## src/rtl/layer_frame_sched.sv

```systemverilog
// layer_frame_sched: frame scheduler in front of the per-layer LED output channels.
// Takes the host byte stream for one cube frame and turns each accepted byte into a
// one-cycle write strobe (layer one-hot, LED address, colour lane). Once the whole frame
// is in, it issues a single frame_rdy pulse, never closer than MIN_FRAME_GAP cycles to
// the previous one.
//
// Optional build macro LAYER_FRAME_SCHED_AUTO_REFRESH_EN: while idle, re-issue
// frame_rdy every REFRESH_PERIOD cycles with the stored frame (no writes).
module layer_frame_sched #(
  parameter int unsigned LAYER_CNT      = 8,
  parameter int unsigned LED_CNT        = 64,
  parameter int unsigned BYTES_PER_LED  = 3,
  parameter int unsigned MIN_FRAME_GAP  = 15000,
  parameter int unsigned REFRESH_PERIOD = 2500000
) (
  input  logic                 clk_in,
  input  logic                 rst_in,
  input  logic                 frame_start_in,
  input  logic                 data_valid_in,
  input  logic [7:0]           data_in,
  output logic                 data_rdy_out,
  output logic [LAYER_CNT-1:0] layer_en_out,
  output logic [5:0]           wr_addr_out,
  output logic [3:0]           byte_sel_out,
  output logic [7:0]           byte_data_out,
  output logic                 frame_rdy_out,
  output logic                 busy_out,
  output logic                 abort_err_out
);

  localparam int unsigned     LayerW    = (LAYER_CNT > 1) ? $clog2(LAYER_CNT) : 1;
  localparam logic [LayerW-1:0] LastLayer = LayerW'(LAYER_CNT - 1);
  localparam logic [5:0]      LastLed   = 6'(LED_CNT - 1);
  localparam logic [1:0]      LastByte  = 2'(BYTES_PER_LED - 1);
  localparam logic [15:0]     GapMax    = 16'(MIN_FRAME_GAP);

  typedef enum logic [1:0] {StIdle, StLoad, StWaitGap, StFire} state_e;

  state_e              state_q, state_d;
  logic [1:0]          byte_idx_q, byte_idx_d;
  logic [5:0]          led_q, led_d;
  logic [LayerW-1:0]   layer_q, layer_d;
  logic [15:0]         gap_q, gap_d;
  logic                pending_q, pending_d;
  logic                abort_q, abort_d;
  logic [LAYER_CNT-1:0] layer_en_q, layer_en_d;
  logic [5:0]          wr_addr_q, wr_addr_d;
  logic [3:0]          byte_sel_q, byte_sel_d;
  logic [7:0]          byte_data_q, byte_data_d;

  logic accept;
  logic clr_cnt;
  logic refresh_due;

`ifdef LAYER_FRAME_SCHED_AUTO_REFRESH_EN
  // Counter is loaded with 1 in FIRE, so leaving IDLE at REFRESH_PERIOD-2 lands the next
  // FIRE exactly REFRESH_PERIOD cycles after the previous one (WAIT_GAP + FIRE = 2 cycles).
  localparam int unsigned RefreshTrig = (REFRESH_PERIOD > 2) ? REFRESH_PERIOD - 2 : 0;

  logic [31:0] refresh_q, refresh_d;
  logic        frame_valid_q, frame_valid_d;

  // Refresh counter: cycles since the last frame_rdy, counted while idle.
  always_comb begin
    refresh_d     = refresh_q;
    frame_valid_d = frame_valid_q;
    if (state_q == StFire) begin
      refresh_d     = 32'd1;
      frame_valid_d = 1'b1;
    end else if (state_q == StIdle && refresh_q < RefreshTrig) begin
      refresh_d = refresh_q + 32'd1;
    end
  end

  // Only refresh once a frame has actually been latched into the layers.
  assign refresh_due = frame_valid_q && (refresh_q >= RefreshTrig);

  // Refresh state registers.
  always_ff @(posedge clk_in or posedge rst_in) begin
    if (rst_in) begin
      refresh_q     <= 32'd0;
      frame_valid_q <= 1'b0;
    end else begin
      refresh_q     <= refresh_d;
      frame_valid_q <= frame_valid_d;
    end
  end
`else
  assign refresh_due = 1'b0;
`endif

  // Next-state logic: FSM transitions, byte/LED/layer counters, pending start, abort flag.
  always_comb begin
    state_d    = state_q;
    byte_idx_d = byte_idx_q;
    led_d      = led_q;
    layer_d    = layer_q;
    pending_d  = pending_q;
    abort_d    = abort_q;
    accept     = 1'b0;
    clr_cnt    = 1'b0;

    unique case (state_q)
      StIdle: begin
        // A start arriving together with a refresh request wins.
        if (frame_start_in) begin
          state_d = StLoad;
          clr_cnt = 1'b1;
        end else if (refresh_due) begin
          state_d = StWaitGap;
        end
      end

      StLoad: begin
        if (frame_start_in) begin
          // Restart: any byte handshaken this cycle is dropped.
          clr_cnt = 1'b1;
          if (byte_idx_q != 2'd0 || led_q != 6'd0 || layer_q != '0) begin
            abort_d = 1'b1;
          end
        end else if (data_valid_in) begin
          accept = 1'b1;
          if (byte_idx_q == LastByte) begin
            byte_idx_d = 2'd0;
            if (led_q == LastLed) begin
              led_d = 6'd0;
              if (layer_q == LastLayer) begin
                state_d = StWaitGap;
              end else begin
                layer_d = layer_q + LayerW'(1);
              end
            end else begin
              led_d = led_q + 6'd1;
            end
          end else begin
            byte_idx_d = byte_idx_q + 2'd1;
          end
        end
      end

      StWaitGap: begin
        if (frame_start_in) begin
          pending_d = 1'b1;
        end
        if (gap_q >= GapMax) begin
          state_d = StFire;
        end
      end

      StFire: begin
        // Starts seen during WAIT_GAP or FIRE collapse into one new load.
        if (pending_q || frame_start_in) begin
          state_d   = StLoad;
          clr_cnt   = 1'b1;
          pending_d = 1'b0;
        end else begin
          state_d = StIdle;
        end
      end

      default: state_d = StIdle;
    endcase

    if (clr_cnt) begin
      byte_idx_d = 2'd0;
      led_d      = 6'd0;
      layer_d    = '0;
    end
  end

  // Gap timer: cleared on each frame_rdy, then counts up and saturates at the minimum gap.
  always_comb begin
    if (state_q == StFire) begin
      gap_d = 16'd0;
    end else if (gap_q >= GapMax) begin
      gap_d = GapMax;
    end else begin
      gap_d = gap_q + 16'd1;
    end
  end

  // Write strobe for an accepted byte; address, lane and data hold between strobes.
  always_comb begin
    layer_en_d  = '0;
    wr_addr_d   = wr_addr_q;
    byte_sel_d  = byte_sel_q;
    byte_data_d = byte_data_q;
    if (accept) begin
      layer_en_d  = LAYER_CNT'(1) << layer_q;
      wr_addr_d   = led_q;
      byte_sel_d  = 4'd1 << byte_idx_q;
      byte_data_d = data_in;
    end
  end

  // State and datapath registers; reset also kills any in-flight strobe.
  always_ff @(posedge clk_in or posedge rst_in) begin
    if (rst_in) begin
      state_q     <= StIdle;
      byte_idx_q  <= 2'd0;
      led_q       <= 6'd0;
      layer_q     <= '0;
      gap_q       <= GapMax;
      pending_q   <= 1'b0;
      abort_q     <= 1'b0;
      layer_en_q  <= '0;
      wr_addr_q   <= 6'd0;
      byte_sel_q  <= 4'd0;
      byte_data_q <= 8'd0;
    end else begin
      state_q     <= state_d;
      byte_idx_q  <= byte_idx_d;
      led_q       <= led_d;
      layer_q     <= layer_d;
      gap_q       <= gap_d;
      pending_q   <= pending_d;
      abort_q     <= abort_d;
      layer_en_q  <= layer_en_d;
      wr_addr_q   <= wr_addr_d;
      byte_sel_q  <= byte_sel_d;
      byte_data_q <= byte_data_d;
    end
  end

  // Decoded status outputs; data_rdy drops in the same cycle LOAD is left.
  always_comb begin
    data_rdy_out  = (state_q == StLoad);
    frame_rdy_out = (state_q == StFire);
    busy_out      = (state_q != StIdle);
    abort_err_out = abort_q;
    layer_en_out  = layer_en_q;
    wr_addr_out   = wr_addr_q;
    byte_sel_out  = byte_sel_q;
    byte_data_out = byte_data_q;
  end

endmodule

```

## config.mk

```make
export PLATFORM = sky130hd
export DESIGN_NAME = layer_frame_sched
export DESIGN_NICKNAME = d
export VERILOG_FILES = /design/src/rtl/layer_frame_sched.sv
export SDC_FILE = /design/constraint.sdc
export NUM_CORES = 1
export LEC_CHECK = 0
export ABC_AREA = 1
export CAP_MARGIN = 25
export CORE_AREA = 3 3 77 79
export DETAILED_ROUTE_END_ITERATION = 8
export DIE_AREA = 0 0 80 82
export PLACE_DENSITY = 0.75
export SLEW_MARGIN = 25
export SYNTH_ARGS = -nofsm -noshare
export SYNTH_HDL_FRONTEND = slang
export SYNTH_SLANG_ARGS = --single-unit
```

## constraint.sdc

```tcl
create_clock -name clk_in -period 2.1 [get_ports clk_in]
set_input_delay 0.525 -clock clk_in [delete_from_list [all_inputs] [get_ports clk_in]]
set_output_delay 0.525 -clock clk_in [all_outputs]
set_load 0.005 [all_outputs]
```

==> results.ini <==
[die]
dieArea_um2 = 6560
die_x_um = 80
num_rows = 27
pin_count = 42
coreArea_um2 = 5410
initial_utilization_pct = 52.7
die_h_um = 82

[placed_design]
gp_congestion = 0.892
dp_cells = 449
io_buffers = 41
post_dp_cell_area_um2 = 3370
dp_hpwl_um = 4300

[timing]
drv_slew = 0
rsz0062_at_grt = no
tns_ns = 0
timing.fmax_ghz = 0.566
clock_skew_ns = 0.00475
setup_viol = 0
period_share_pct = 84.2
finalHoldViolations = 0
min_period_ns = 1.77

[finish]
fin_cells = 468
antennaDiodeCount = 0
area_growth_pct = 26.0
layout-drive-gt1-share_pct = 13.6
final_area_um2 = 3590
nets = 417

[critical_path]
worstPathArrival_ns = 1.97
worst_setup_path_end_kind = register
path_max_fanout = 11
reg2reg_depth = 9
required_ns = 2.31
path_class = reg2reg
start_kind = register

[power_and_ir_drop]
p_leak_nw = 1.78
peakVddDrop_v = 0.000672
powerDensity_nw_per_um2 = 1160

[clocking]
cts_buffers = 9
clock_path_buffers = 2
clock-root-buffer = clkbuf_8
insertion_delay_ns = 0.33
clock_sink_count = 57
ctsHoldBuffers = 0
htreeDepth = 3
path_clk_slew_ns = 0.06
cts_tree = yes

[synthesis]
yosysTopAreaCell = dfrtp_1
async_reset_ff_share_pct = 100
yosysSeqAreaShare_pct = 50.4
synth_cell_types = 32
synth_simple_gate_area_share_pct = 27.5
synth_top_family_by_area = simple AND/OR/NAND/NOR gates
synthTopCellsByArea = dfrtp_1 44%, nand2_1 11%, dfstp_2 6.5%
syn_area_per_cell_um2 = 8.50
muxShareOfSynthArea_pct = 0
synth_flop_cell = dfrtp_1
synthCells = 335
synth-compound-area-share_pct = 5.80
synth-adder-area-share_pct = 6.15
ys_warn_count = 0
synth_edf_count = 0
synth_area_um2 = 2850
synthXorXnorAreaFrac_pct = 1.84
synth_top_cell_area_share_pct = 43.9
ys_seq_elements = 57

[drt]
drt_iter0_drc = 126
drt-total-wl_um = 5900
viasPerCell = 4.91
antenna_left = 0
drc = 0
drt_first_pass_iters = 6
wire_per_inst_um = 12.6
dr_total_vias = 2296

[run]
maxCapViolCount = 0

[global_routing]
antenna_found_initial = 0
grt_pass1_vias = 2269
grt_start_max_net_pins = 46
grt_pass1_wl_um = 10300
grt_overflow = 0
grt_usage_pct = 20.6

[worst_hold_path]
holdCritPathClass = in2async

[status]
status = finished, final reports clean

-- state kept, by name, indices dropped and copies added, names as in the netlist, 2 cells and up --
name           cells
wr_addr_out        6
led_q              6
layer_en_out       8
byte_data_out      8
byte_idx_q         2
gap_q             16
layer_q            3
byte_sel_out       4
state_q            2
-- Yosys cell counts, types with 4 or more instances --
cell type,count
nor2_1,38
o21ai_0,17
xor2_1,6
nand4_1,5
dfstp_2,7
inv_2,4
dfrtp_1,50
nand2_1,81
nand3_1,20
nor3_1,12
ha_1,14
inv_1,48
-- placed cells by master (no fill, tap or decap), types with 2 or more instances in the layout --
| cell | synthesis | layout |
|---|---|---|
| nand2_1 | 81 | 81 |
| dfrtp_1 | 50 | 50 |
| inv_1 | 48 | 45 |
| nor2_1 | 38 | 38 |
| clkdlybuf4s50_1 | 0 | 38 |
| nand3_1 | 20 | 20 |
| o21ai_0 | 17 | 17 |
| nor3_1 | 12 | 12 |
| ha_1 | 14 | 12 |
| clkbuf_8 | 0 | 10 |
| inv_2 | 4 | 7 |
| dfstp_2 | 7 | 7 |
| buf_4 | 0 | 7 |
| xor2_1 | 6 | 6 |
| nand4_1 | 5 | 5 |
| nand3_2 | 3 | 3 |
| nand2_2 | 3 | 3 |
| a21oi_1 | 3 | 3 |
| nor3_2 | 3 | 3 |
| clkbuf_1 | 0 | 3 |
| dlymetal6s2s_1 | 0 | 3 |
| nor2_2 | 2 | 2 |
| o21bai_1 | 2 | 2 |
| ha_2 | 0 | 2 |
| clkinv_2 | 0 | 2 |
| conb_1 | 1 | 2 |
-- power breakdown --
part / internal [W] / total, W / switching, W
registers: 0.00143 / 0.00164 / 0.000209
logic: 0.000690 / 0.00153 / 0.000836
clock network: 0.000578 / 0.000999 / 0.000421
-- kinds of logic after synthesis --
family	Yosys count
AND/OR/NAND/NOR	172
buffers and inverters	57
AO/OA/AOI/OAI	28
XOR/XNOR	6
other	1
adder cells (fa/ha/maj)	14
flip-flops	57
-- worst max-delay path, cell delays in order (launching register included) --
cell     delay (ns)
dfrtp_1        0.40
buf_4          0.15
ha_1           0.20
buf_4          0.16
o21ai_1        0.12
nand2_1        0.07
nand2_2        0.23
nand2_2        0.14
nand3_1        0.08
o21ai_0        0.09
-- stage by stage --
stage	hold WS, ns	setup slack (ns)	total power (W)	util, %
final	0.453	0.332	0.00416	66.4
after global routing	0.486	0.214	0.00448	66.4
after CTS	0.453	0.0236	0.00418	66.1
after detailed placement	0.464	0.0908	0.00313	62.3
after global placement	0.465	0.135	0.00310	62.3
after floorplan	0.468	0.187	0.00255	-
-- layout make-up --
cell class | count | area [µm²]
well taps | 72 | 90.1
inverters | 52 | 195
fillers | 449 | 1820
clock inverters | 3 | 40.0
repair buffers | 49 | 490
multi-input cells | 222 | 1190
flip-flops and latches | 57 | 1440
clock buffers | 13 | 149
-- layer usage --
layer	share of wire (%)	global-route usage (%)	wire length (µm)	vias up
met1	45	25.6	2650	1080
met2	50	35.1	2920	40
met5	0	0	0	-
met4	2.6	10.1	155	0
li1	-	-	-	1163
met3	2.8	3.07	165	13
-- final timing paths --
kind                                  startpoint                to  slack (ns)
worst min-delay path                      rst_in  byte_data_out[6]        0.45
worst max register to register        state_q[0]        layer_q[1]        0.33
min in group clk_in             byte_data_out[1]  byte_data_out[1]        0.48
worst min register to register  byte_data_out[1]  byte_data_out[1]        0.48
max in group asynchronous                 rst_in         gap_q[11]        1.06
worst max-delay path                  state_q[0]        layer_q[1]        0.33
-- what timing repair did --
action | in CTS | in global routing
buffers inserted | 2 | 1
endpoints found under the setup margin | 1 | 2
gates resized for setup | 2 | 5
cloned | 0 | 0
hold endpoints to repair | 0 | 0
Power figures use the tool's default switching activity.
